===== config.mk =====
export PLATFORM = sky130hd
export DESIGN_NAME = mdio_responder
export DESIGN_NICKNAME = d
export VERILOG_FILES = /design/src/rtl/mdio_pkg.sv /design/src/rtl/mdio_mdc_edge.sv /design/src/rtl/mdio_responder.sv
export SDC_FILE = /design/constraint.sdc
export NUM_CORES = 1
export LEC_CHECK = 0
export ABC_AREA = 1
export BUFFER_PORTS_ARGS = -buffer_cell sky130_fd_sc_hd__buf_4
export CORE_MARGIN = 2
export CORE_UTILIZATION = 40
export CTS_CLUSTER_DIAMETER = 150
export CTS_CLUSTER_SIZE = 14
export DETAILED_ROUTE_END_ITERATION = 7
export PLACE_DENSITY_LB_ADDON = 0.2
export SLEW_MARGIN = 20
export SYNTH_ARGS = -nofsm -noshare
export SYNTH_HDL_FRONTEND = slang
export SYNTH_SLANG_ARGS = --single-unit
export TNS_END_PERCENT = 1

===== constraint.sdc =====
create_clock -name clk -period 3.36 [get_ports clk]
set_input_delay 0.504 -clock clk [delete_from_list [all_inputs] [get_ports clk]]
set_output_delay 0.504 -clock clk [all_outputs]
set_load 0.1 [all_outputs]

===== src/rtl/mdio_pkg.sv =====
// rtl/mdio_pkg.sv - MDIO frame constants, field layout and responder state type
package mdio_pkg;

    localparam logic [1:0] ST_CODE  = 2'b01;
    localparam logic [1:0] OP_READ  = 2'b10;
    localparam logic [1:0] OP_WRITE = 2'b01;
    localparam logic [1:0] TA_WRITE = 2'b10;

    localparam int FRAME_BITS = 32;
    localparam int OP_W       = 2;
    localparam int PHYAD_W    = 5;
    localparam int REGAD_W    = 5;
    localparam int DATA_W     = 16;
    localparam int HDR_W      = OP_W + PHYAD_W + REGAD_W;

    // Header shift register layout after the last REGAD bit has been shifted in
    localparam int OP_LSB    = PHYAD_W + REGAD_W;
    localparam int PHYAD_LSB = REGAD_W;

    // Bit indices (k) that close each frame field
    localparam logic [4:0] K_ST_LAST  = 5'd1;
    localparam logic [4:0] K_HDR_LAST = 5'd13;
    localparam logic [4:0] K_TA_LAST  = 5'd15;
    localparam logic [4:0] K_LAST     = 5'(FRAME_BITS - 1);

    typedef enum logic [2:0] {
        S_IDLE,
        S_HDR,
        S_TA,
        S_RD_DATA,
        S_WR_DATA,
        S_SKIP
    } state_t;

    function automatic logic op_valid(input logic [1:0] op);
        return (op == OP_READ) || (op == OP_WRITE);
    endfunction

endpackage


===== src/rtl/mdio_mdc_edge.sv =====
// rtl/mdio_mdc_edge.sv - registers MDC in the clk domain and flags its rising/falling edges
module mdio_mdc_edge (
    input  logic clk,
    input  logic reset,
    input  logic mdc,
    output logic mdc_rise,
    output logic mdc_fall
);

    logic mdc_q;

    always_ff @(posedge clk or negedge reset) begin
        if (!reset) begin
            mdc_q <= 1'b0;
        end else begin
            mdc_q <= mdc;
        end
    end

    assign mdc_rise = mdc & ~mdc_q;
    assign mdc_fall = ~mdc & mdc_q;

endmodule


===== src/rtl/mdio_responder.sv =====
// rtl/mdio_responder.sv - PHY-side MDIO frame decoder driving a strobed register bank
module mdio_responder
    import mdio_pkg::*;
#(
    parameter logic [4:0] PHY_ADDR = 5'd1,
    parameter int          REG_AW   = 5
) (
    input  logic              clk,
    input  logic              reset,
    input  logic              mdc,
    input  logic              mdio_in,
    output logic              mdio_out,
    output logic              mdio_oe,
    output logic [REG_AW-1:0] reg_addr,
    output logic [15:0]       reg_wdata,
    output logic              reg_wr,
    output logic              reg_rd,
    input  logic [15:0]       reg_rdata,
    output logic              busy,
    output logic              frame_err
);

    logic mdc_rise;
    logic mdc_fall;

    mdio_mdc_edge u_mdc_edge (
        .clk      (clk),
        .reset    (reset),
        .mdc      (mdc),
        .mdc_rise (mdc_rise),
        .mdc_fall (mdc_fall)
    );

    state_t              state;
    logic [4:0]          bit_cnt;
    logic [HDR_W-1:0]    hdr_sr;
    logic [DATA_W-1:0]   in_sr;
    logic [DATA_W-1:0]   out_sr;
    logic                is_rd;
    logic                rd_pend;

    logic [4:0]          k_next;
    logic [HDR_W-1:0]    hdr_next;
    logic [DATA_W-1:0]   in_next;
    logic [1:0]          op_next;
    logic [PHYAD_W-1:0]  phy_next;

    // bit_cnt holds the index of the last sampled bit; k_next is the index of the one being sampled
    assign k_next   = bit_cnt + 5'd1;
    assign hdr_next = {hdr_sr[HDR_W-2:0], mdio_in};
    assign in_next  = {in_sr[DATA_W-2:0], mdio_in};
    assign op_next  = hdr_next[OP_LSB +: OP_W];
    assign phy_next = hdr_next[PHYAD_LSB +: PHYAD_W];

    always_ff @(posedge clk or negedge reset) begin
        if (!reset) begin
            state     <= S_IDLE;
            bit_cnt   <= 5'd0;
            hdr_sr    <= '0;
            in_sr     <= '0;
            out_sr    <= '0;
            is_rd     <= 1'b0;
            rd_pend   <= 1'b0;
            mdio_out  <= 1'b0;
            mdio_oe   <= 1'b0;
            reg_addr  <= '0;
            reg_wdata <= '0;
            reg_wr    <= 1'b0;
            reg_rd    <= 1'b0;
            busy      <= 1'b0;
            frame_err <= 1'b0;
        end else begin
            reg_wr    <= 1'b0;
            reg_rd    <= 1'b0;
            frame_err <= 1'b0;
            rd_pend   <= reg_rd;
            if (rd_pend) begin
                out_sr <= reg_rdata;
            end

            case (state)
                S_IDLE: begin
                    if (mdc_rise && !mdio_in) begin
                        state   <= S_HDR;
                        busy    <= 1'b1;
                        bit_cnt <= 5'd0;
                    end
                end

                S_HDR: begin
                    if (mdc_rise) begin
                        bit_cnt <= k_next;
                        hdr_sr  <= hdr_next;
                        if (k_next == K_ST_LAST && !mdio_in) begin
                            frame_err <= 1'b1;
                            busy      <= 1'b0;
                            state     <= S_IDLE;
                        end else if (k_next == K_HDR_LAST) begin
                            if (!op_valid(op_next)) begin
                                frame_err <= 1'b1;
                                state     <= S_SKIP;
                            end else if (phy_next != PHY_ADDR) begin
                                state <= S_SKIP;
                            end else begin
                                reg_addr <= hdr_next[REG_AW-1:0];
                                is_rd    <= (op_next == OP_READ);
                                reg_rd   <= (op_next == OP_READ);
                                state    <= S_TA;
                            end
                        end
                    end
                end

                S_TA: begin
                    if (mdc_rise) begin
                        bit_cnt <= k_next;
                        in_sr   <= in_next;
                        if (k_next == K_TA_LAST) begin
                            if (is_rd) begin
                                state <= S_RD_DATA;
                            end else if ({in_sr[0], mdio_in} != TA_WRITE) begin
                                frame_err <= 1'b1;
                                state     <= S_SKIP;
                            end else begin
                                state <= S_WR_DATA;
                            end
                        end
                    end
                end

                S_RD_DATA: begin
                    if (mdc_rise && bit_cnt != K_LAST) begin
                        bit_cnt <= k_next;
                    end
                    // The controller samples on MDC rise, so each bit is launched on the preceding fall
                    if (mdc_fall) begin
                        if (bit_cnt == K_LAST) begin
                            mdio_oe  <= 1'b0;
                            mdio_out <= 1'b0;
                            busy     <= 1'b0;
                            state    <= S_IDLE;
                        end else begin
                            mdio_oe  <= 1'b1;
                            mdio_out <= out_sr[DATA_W-1];
                            out_sr   <= {out_sr[DATA_W-2:0], 1'b0};
                        end
                    end
                end

                S_WR_DATA: begin
                    if (mdc_rise) begin
                        bit_cnt <= k_next;
                        in_sr   <= in_next;
                        if (k_next == K_LAST) begin
                            reg_wdata <= in_next;
                            reg_wr    <= 1'b1;
                            busy      <= 1'b0;
                            state     <= S_IDLE;
                        end
                    end
                end

                S_SKIP: begin
                    if (mdc_rise) begin
                        bit_cnt <= k_next;
                        if (k_next == K_LAST) begin
                            busy  <= 1'b0;
                            state <= S_IDLE;
                        end
                    end
                end

                default: begin
                    state <= S_IDLE;
                    busy  <= 1'b0;
                end
            endcase
        end
    end

endmodule


==> reports/metrics.cfg, run 1 <==
[floorplan]
io_pins = 47
core_mm2 = 0.00876
start_util_pct = 41.6
die_h_um = 99.5
dieArea_mm2 = 0.00989
die_width_um = 99.5
fp-row-count = 34

[timing]
drv_slew = 0
setup_violations = 0
setup_ws_ns = 1.00
period_share_pct = 70.2
max_slew.worst_pin.slew_ns = 0.945
final.setup.tns_ns = 0
fin_crit_ns = 2.36
hold_ws_ns = 0.164
hold_viol = 0
max_freq_mhz = 424
maxSlewHeadroom_pct = 37.0
skew_ns = 0.0117
rsz0062_at_grt = false

[flow_run]
cap_violations = 0

[logic_synthesis]
yosysUniqueCellTypes = 28
ys_ff_latch = 80
ys_seq_area_share_pct = 54.9
synthCells = 429
avgSynthCellArea_um2 = 8.50
syn_nets = 454
synthesis.area_mm2 = 0.00364
yosys_warnings = 0

[finish]
layout-drive-gt1-share_pct = 18.4
final_nets = 497
antenna_cells = 0
fin_area_mm2 = 0.00428
layout_common_cells = nand2_1 (121), dfrtp_1 (80), o21ai_0 (61)
final_common_cell = nand2_1
final_util_pct = 48.8
final_cells = 585
syn_to_final_growth_pct = 17.3

[power]
leakage_nw = 2.20
power_mw = 2.53
powerDensity_mw_per_mm2 = 591
vdd_drop_max_v = 0.000310

[placement]
hpwl_um = 4730
gp_congestion = 0.875
dpl_cell_area_mm2 = 0.00406
dpl_worst_slack_ns = 1.04
numPortBuffers = 46
dp_cells = 569

[grt]
grt_pass1_wl_um = 12100
grt-ovfl-total = 0
grt_pass1_vias = 2615
grt.total_usage_pct = 15.2
grt_max_degree = 81
antenna_found_initial = 0

[setup_path]
worstPathArrival_ns = 2.56
crit_path_start = bit_cnt[0]$_DFFE_PN0P_
reg2regPathDepth = 9
end_kind = register
r2r-end = reg_wdata[6]$_DFFE_PN0P_
worstPathMaxFanout = 32
start_kind = register
cp.required_ns = 3.56
ff2ff_setup_slack_ns = 1.00
regToRegStartpoint = bit_cnt[0]$_DFFE_PN0P_
critPathKind = reg2reg
crit_path_end = reg_wdata[6]$_DFFE_PN0P_

[detailed_routing]
wl_per_cell_um = 12.0
viasPerCell = 4.79
detail-route-antenna-nets = 0
routed-via-count = 2800
drc_errors = 0
drtIter0Drc = 137
routed_wl_um = 7000
first_pass_iters = 4

[cts]
cts_buffer_depth = 2
path_clk_slew_ns = 0.09
holdBufCountCts = 0
clock_latency_ns = 0.35
cts_inserted_buffers = 9
cts_tree = yes
h-tree-depth = 3
clock-sinks = 80
root_buffer = clkbuf_8
cts_setup_buffers = 0
cts.repair.resized = 0

[min_path]
hp-class = in2async

[outcome]
outcome = finished clean

==> how the worst min path moves through the flow <==
stage / depth (start not counted) / end / startpoint / slack, ns
floorplan: 0 / bit_cnt[0]$_DFFE_PN0P_ / reset / 0.21
global placement: 0 / rd_pend$_DFF_PN0_ / reg_rd$_DFF_PN0_ / 0.38
detailed placement: 0 / rd_pend$_DFF_PN0_ / reg_rd$_DFF_PN0_ / 0.37
CTS: 1 / u_mdc_edge.mdc_q$_DFF_PN0_ / mdc / 0.26
global route: 1 / out_sr[4]$_DFF_PN0_ / reset / 0.24
finish: 1 / out_sr[4]$_DFF_PN0_ / reset / 0.16
==> cell type report <==
class	count	area (um^2)
multi-input cells	269	1330
clock buffers	10	138
repair buffers	47	357
flip-flops and latches	80	2000
well taps	108	135
fillers	856	4490
inverters	65	244
clock inverters	6	73.8
==> synthesized netlist by cell type (all sizes together) <==
master   instances  area (um^2)
buf             10         56.3
o2bb2ai          1         8.76
nand3           16          100
nand2          124          473
nor2            18         72.6
o22ai            1         6.26
o211ai           2         15.0
a21oi            5         25.0
ha               5         62.6
nand4            4         40.0
a31oi            1         6.26
nor3             4         42.5
clkbuf           5         20.0
inv             65          244
dfrtp           80         2000
nor4             1         6.26
o21a             1         7.51
o21ai           86          457
==> power by group <==
| part | internal (mW) | switching, mW |
|---|---|---|
| logic | 0.181 | 0.385 |
| clock network | 0.374 | 0.380 |
| registers | 1.10 | 0.107 |
| total | 1.65 | 0.872 |
==> kinds of logic after synthesis <==
kind of cell | after synthesis | share of synthesized area [%]
simple gates | 167 | 20.2
fa+ha+maj | 5 | 1.72
compound gates | 97 | 14.4
buf+inv | 80 | 8.79
flops | 80 | 54.9
==> sequential cells by signal, indices dropped and copies added (netlist names) <==
register / count
state: 3
reg_rd: 1
u_mdc_edge.mdc_q: 1
is_rd: 1
frame_err: 1
mdio_out: 1
mdio_oe: 1
reg_wr: 1
out_sr: 16
rd_pend: 1
in_sr: 15
hdr_sr: 11
bit_cnt: 5
reg_wdata: 16
busy: 1
reg_addr: 5
==> critical path, stage by stage, from the launching register on <==
cell and delay (ns):
dfrtp_1 0.46, ha_1 0.24, inv_1 0.07, nor3_1 0.05, ha_1 0.31, inv_1 0.09, nor2_1 0.17, nand3_2 0.51
nand2_1 0.22, o21ai_1 0.09
==> per-layer routing <==
metal	up-vias	global-route usage [%]	share of wire, %
met3	6	4.01	4.4
li1	1449	-	-
met1	1297	20.9	48
met2	48	23.6	46
met5	-	0	0
met4	0	4.74	1.3
(Power assumes the default switching activity.)
==> run 2: changes to the inputs <==
clock period = 1.91 ns   (was 3.36 ns; I/O delays follow)
==> run 2 against run 1 <==
The run now ends with negative setup slack left. Register-to-register slack got worse by 1.1 ns. Largest cell class unchanged. Fmax rose by 20%. Worst hold slack got worse by 0.099 ns. Die area did not move. Sequential share of layout area fell by 2.8 points. Non-clock buffer count rose by 18. Flip-flop and latch count did not move. Via count rose by 2.0%. Setup slack got worse by 1.1 ns.
==> reports/metrics.cfg, run 2 (same netlist as run 1, synthesis figures left out) <==
[timing]
maxSlewHeadroom_pct = 34.0
fin_crit_ns = 1.97
final.setup.tns_ns = -0.233
max_freq_mhz = 508
rsz0062_at_grt = true
setup_ws_ns = -0.0599
period_share_pct = 103
hold_viol = 0
setup_violations = 5
max_slew.worst_pin.slew_ns = 0.990
skew_ns = 0.0129
drv_slew = 0

[outcome]
outcome = finished, violations left
violations = negative setup slack

[detailed_routing]
wl_per_cell_um = 12.1
detail-route-antenna-nets = 0
viasPerCell = 4.73
first_pass_iters = 4
drtIter0Drc = 84
drc_errors = 0
routed-via-count = 2857
routed_wl_um = 7310

[placement]
numPortBuffers = 46
gp_congestion = 0.812
hpwl_um = 4960

[finish]
top_regs = out_sr x16, reg_wdata x16, in_sr x15
final_nets = 516
final_util_pct = 51.8
syn_to_final_growth_pct = 24.6
layout_common_cells = nand2_1 (116), dfrtp_1 (80), o21ai_0 (61)
layout-drive-gt1-share_pct = 24.4
antenna_cells = 0
fillers = 827
final_common_cell = nand2_1

[floorplan]
core_mm2 = 0.00876
die_h_um = 99.5
io_pins = 47
dieArea_mm2 = 0.00989
fp-row-count = 34
start_util_pct = 41.6
die_width_um = 99.5

[power]
power.share.clock_pct = 28.7
leakage_nw = 2.34
power_frac_comb_pct = 25.8
p_switching_mw = 1.62
seqPwrFrac_pct = 45.5
vdd_drop_max_v = 0.000484
powerDensity_mw_per_mm2 = 1010
cellInternalPower_mw = 2.98
power_mw = 4.60
swShare_pct = 35.2

[setup_path]
path_delay_family = simple AND/OR/NAND/NOR gates
crit_path_end = state[2]$_DFFE_PN0P_
crit_path_start = bit_cnt[1]$_DFFE_PN0P_
worstPathArrival_ns = 2.22
crit_cells = 13
cp.required_ns = 2.16
crit_chain = ha_2 -> inv_2 -> nor3_2 -> ha_1 -> inv_2 -> nand3_1 -> nor2_1 -> nand2_2 -> nand2_4 -> buf_4 -> o22ai_1 -> nand3_1 -> nand2_1
worstPathMaxFanout = 4
critPathKind = reg2reg
start_kind = register
slowest_stage = dfrtp_1
worst-path-buf-inv = 3
cpPeakStageDelay_ns = 0.39
end_kind = register
regToRegStartpoint = bit_cnt[1]$_DFFE_PN0P_
reg2regPathDepth = 13
ff2ff_setup_slack_ns = -0.06
r2r-end = state[2]$_DFFE_PN0P_

[grt]
grt.total_usage_pct = 15.9
grt_max_degree = 41
antenna_found_initial = 0
grt_pass1_vias = 2730
grt_pass1_wl_um = 12700
grt-ovfl-total = 0

[cts]
clock_latency_ns = 0.35
root_buffer = clkbuf_8
cts_tree = yes
path_clk_slew_ns = 0.09
cts_buffer_depth = 2
h-tree-depth = 3
cts_inserted_buffers = 9
clock-sinks = 80

[min_path]
hp-class = in2reg

[flow_run]
cap_violations = 0

[run 2: final cells by class]
| class | instances | area [um^2] | share of cell area (%) |
|---|---|---|---|
| inverters | 65 | 246 | 5.43 |
| flip-flops and latches | 80 | 2000 | 44.1 |
| well taps | 108 | 135 | 2.97 |
| repair buffers | 65 | 541 | 11.9 |
| clock inverters | 7 | 86.3 | 1.90 |
| multi-input cells | 270 | 1410 | 31.0 |
| clock buffers | 9 | 124 | 2.73 |
[run 2: layer usage]
layer,track usage (%),up-vias,share of wire (%)
li1,-,1485,-
met1,21.6,1311,48
met2,24.6,49,46
met3,3.94,12,4.2
met4,6.43,0,1.9
met5,0,-,0
[run 2: timing repair]
| item | 4_1_cts | 5_1_grt |
|---|---|---|
| hold buffers | 1 | 0 |
| resized for setup | 4 | 6 |
| pin swaps | 2 | 2 |
| endpoints found under the setup margin | 10 | 46 |
| hold endpoints to repair | 24 | 0 |
| cloned | 1 | 0 |
| buffers inserted | 2 | 0 |
[run 2: worst min path at each step]
stage | startpoint | cells past startpoint | to
finish | mdc | 1 | u_mdc_edge.mdc_q$_DFF_PN0_
global route | mdc | 1 | u_mdc_edge.mdc_q$_DFF_PN0_
CTS | mdc | 1 | u_mdc_edge.mdc_q$_DFF_PN0_
detailed placement | reset | 1 | out_sr[5]$_DFF_PN0_
global placement | reset | 1 | out_sr[5]$_DFF_PN0_
floorplan | reset | 0 | bit_cnt[0]$_DFFE_PN0P_
[run 2: metrics by stage]
| stage | setup WS (ns) | instance area (um^2) | cells | hold WS [ns] |
|---|---|---|---|---|
| 6_report | -0.0599 | 4540 | 604 | 0.0646 |
| 5_1_grt | -0.231 | 4540 | 604 | 0.0485 |
| 4_1_cts | -0.0225 | 4520 | 604 | 0.0483 |
| 3_5_place_dp | -0.0915 | 4240 | 584 | 0.225 |
| 3_3_place_gp | -0.0294 | 4240 | 584 | 0.225 |
| 2_1_floorplan | 0.00713 | 3680 | 429 | -0.00909 |
[run 2: power by group through the flow]
stage          logic, mW  clock network, mW  registers, mW
2_1_floorplan      0.714                  0           2.18
3_3_place_gp        1.11                  0           2.11
3_5_place_dp        1.13                  0           2.12
4_1_cts             1.17               1.36           2.09
5_1_grt             1.37               1.43           2.12
6_report            1.19               1.32           2.09
==> run 3: changes to the inputs <==
PLACE_DENSITY = 0.71   (was default)
PLACE_DENSITY_LB_ADDON = default   (was 0.2)
RECOVER_POWER = 50   (was default)
==> run 3 against run 2 <==
The flow still finishes with violations (negative setup slack). Final cell count rose by 0.17%. Non-clock buffer count up 1. Count of clock-buffer cells in the layout grew 1. Flip-flop and latch count unchanged. Via count is 2.8% higher. Cell area down 0.19%. Highest routed layer unchanged. Routed wire length grew 2.2%.
==> reports/metrics.cfg, run 3 (same netlist as run 1, synthesis figures left out) <==
[timing]
skew_ns = 0.0127
drv_slew = 0
hold_ws_ns = 0.0678
fin_crit_ns = 1.98
rsz0062_at_grt = true
setup_violations = 4
hold_viol = 0
max_freq_mhz = 505
max_slew.worst_pin.slew_ns = 0.738
setup_ws_ns = -0.0712
maxSlewHeadroom_pct = 50.8
period_share_pct = 104
final.setup.tns_ns = -0.237

[placement]
numPortBuffers = 46
dpl_worst_slack_ns = -0.0769
gp_congestion = 0.837
hpwl_um = 5080
dpl_cell_area_mm2 = 0.00423
dp_cells = 583

[finish]
antenna_cells = 0
final_cells = 605
final_util_pct = 51.7
top_regs = out_sr x16, reg_wdata x16, in_sr x15
syn_to_final_growth_pct = 24.4
final_common_cell = nand2_1
fin_area_mm2 = 0.00453
layout_common_cells = nand2_1 (114), dfrtp_1 (80), o21ai_0 (61)
layout-drive-gt1-share_pct = 24.5
final_nets = 517

[floorplan]
dieArea_mm2 = 0.00989
die_width_um = 99.5
core_mm2 = 0.00876
die_h_um = 99.5
io_pins = 47
fp-row-count = 34
start_util_pct = 41.6

[detailed_routing]
routed-via-count = 2937
viasPerCell = 4.85
detail-route-antenna-nets = 0
wl_per_cell_um = 12.4
routed_wl_um = 7480
drc_errors = 0
first_pass_iters = 5
drtIter0Drc = 132

[grt]
grt_max_degree = 34
antenna_found_initial = 0
grt.total_usage_pct = 16.3
grt_pass1_vias = 2922
grt-ovfl-total = 0
grt_pass1_wl_um = 13100

[setup_path]
cp.required_ns = 2.17
worstPathArrival_ns = 2.24
crit_chain = ha_2 -> inv_2 -> nor3_2 -> ha_1 -> inv_2 -> nand3_2 -> nor2_2 -> nand2_2 -> nand2_4 -> nor2_1 -> nor2_1 -> nand3_1 -> nand2_1 -> nand2_1
critPathKind = reg2reg
end_kind = register
start_kind = register
cpPeakStageDelay_ns = 0.39
slowest_stage = dfrtp_1
worstPathMaxFanout = 3

[power]
leakage_nw = 2.33
powerDensity_mw_per_mm2 = 1030
vdd_drop_max_v = 0.000482
power_mw = 4.66

[cts]
root_buffer = clkbuf_8
cts_tree = yes
cts_buffer_depth = 2
cts_inserted_buffers = 9
h-tree-depth = 3
clock_latency_ns = 0.36
path_clk_slew_ns = 0.09
clock-sinks = 80

[min_path]
hp-class = in2reg

[outcome]
violations = negative setup slack
outcome = finished, violations left

[flow_run]
cap_violations = 0

run 3: routing by layer:
metal  vias to the layer above  routed length (um)  GRT usage [%]
li1                       1491                   -              -
met1                      1364                3520           22.2
met2                        69                3480           25.7
met3                        13                 337           3.09
met4                         0                 137           6.53
met5                         -                   0              0
run 3: worst max-delay path: cells and delay by family (launching register included):
kind / cells / cell delay, ns
fa+ha+maj: 2 / 0.53
buf+inv: 2 / 0.14
flops: 1 / 0.39
simple gates: 10 / 0.81
run 3: final timing paths:
| path | start | endpoint | slack, ns | depth (start not counted) |
|---|---|---|---|---|
| max in group asynchronous | reset | hdr_sr[6]$_DFFE_PN0P_ | 0.26 | 3 |
| worst min register to register | reg_rd$_DFF_PN0_ | rd_pend$_DFF_PN0_ | 0.38 | 0 |
| worst max register to register | bit_cnt[0]$_DFFE_PN0P_ | state[1]$_DFFE_PN0P_ | -0.07 | 14 |
| worst min-delay path | mdc | u_mdc_edge.mdc_q$_DFF_PN0_ | 0.07 | 1 |
| worst max-delay path | bit_cnt[0]$_DFFE_PN0P_ | state[1]$_DFFE_PN0P_ | -0.07 | 14 |
| min in group asynchronous | reset | out_sr[5]$_DFF_PN0_ | 0.51 | 2 |
run 3: area by class of cell:
type	instances	area, um^2
Fill cell	789	4230
Sequential cell	80	2000
Multi-Input combinational cell	270	1430
Timing Repair Buffer	66	512
Inverter	65	246
Clock buffer	10	138
Tap cell	108	135
Clock inverter	6	75.1
run 3: where the power goes:
group / switching, mW / internal, mW / total, mW
Sequential: 0.160 / 1.93 / 2.09
Clock: 0.688 / 0.661 / 1.35
Combinational: 0.793 / 0.423 / 1.22
run 3: what timing repair did:
action                                  CTS  global route
gates cloned                              1             0
pin swaps                                 2             9
endpoints found under the hold margin    29             0
hold buffers                              1             0
endpoints found under the setup margin   10            44
setup buffers                             2             2
gates resized for setup                   4             9
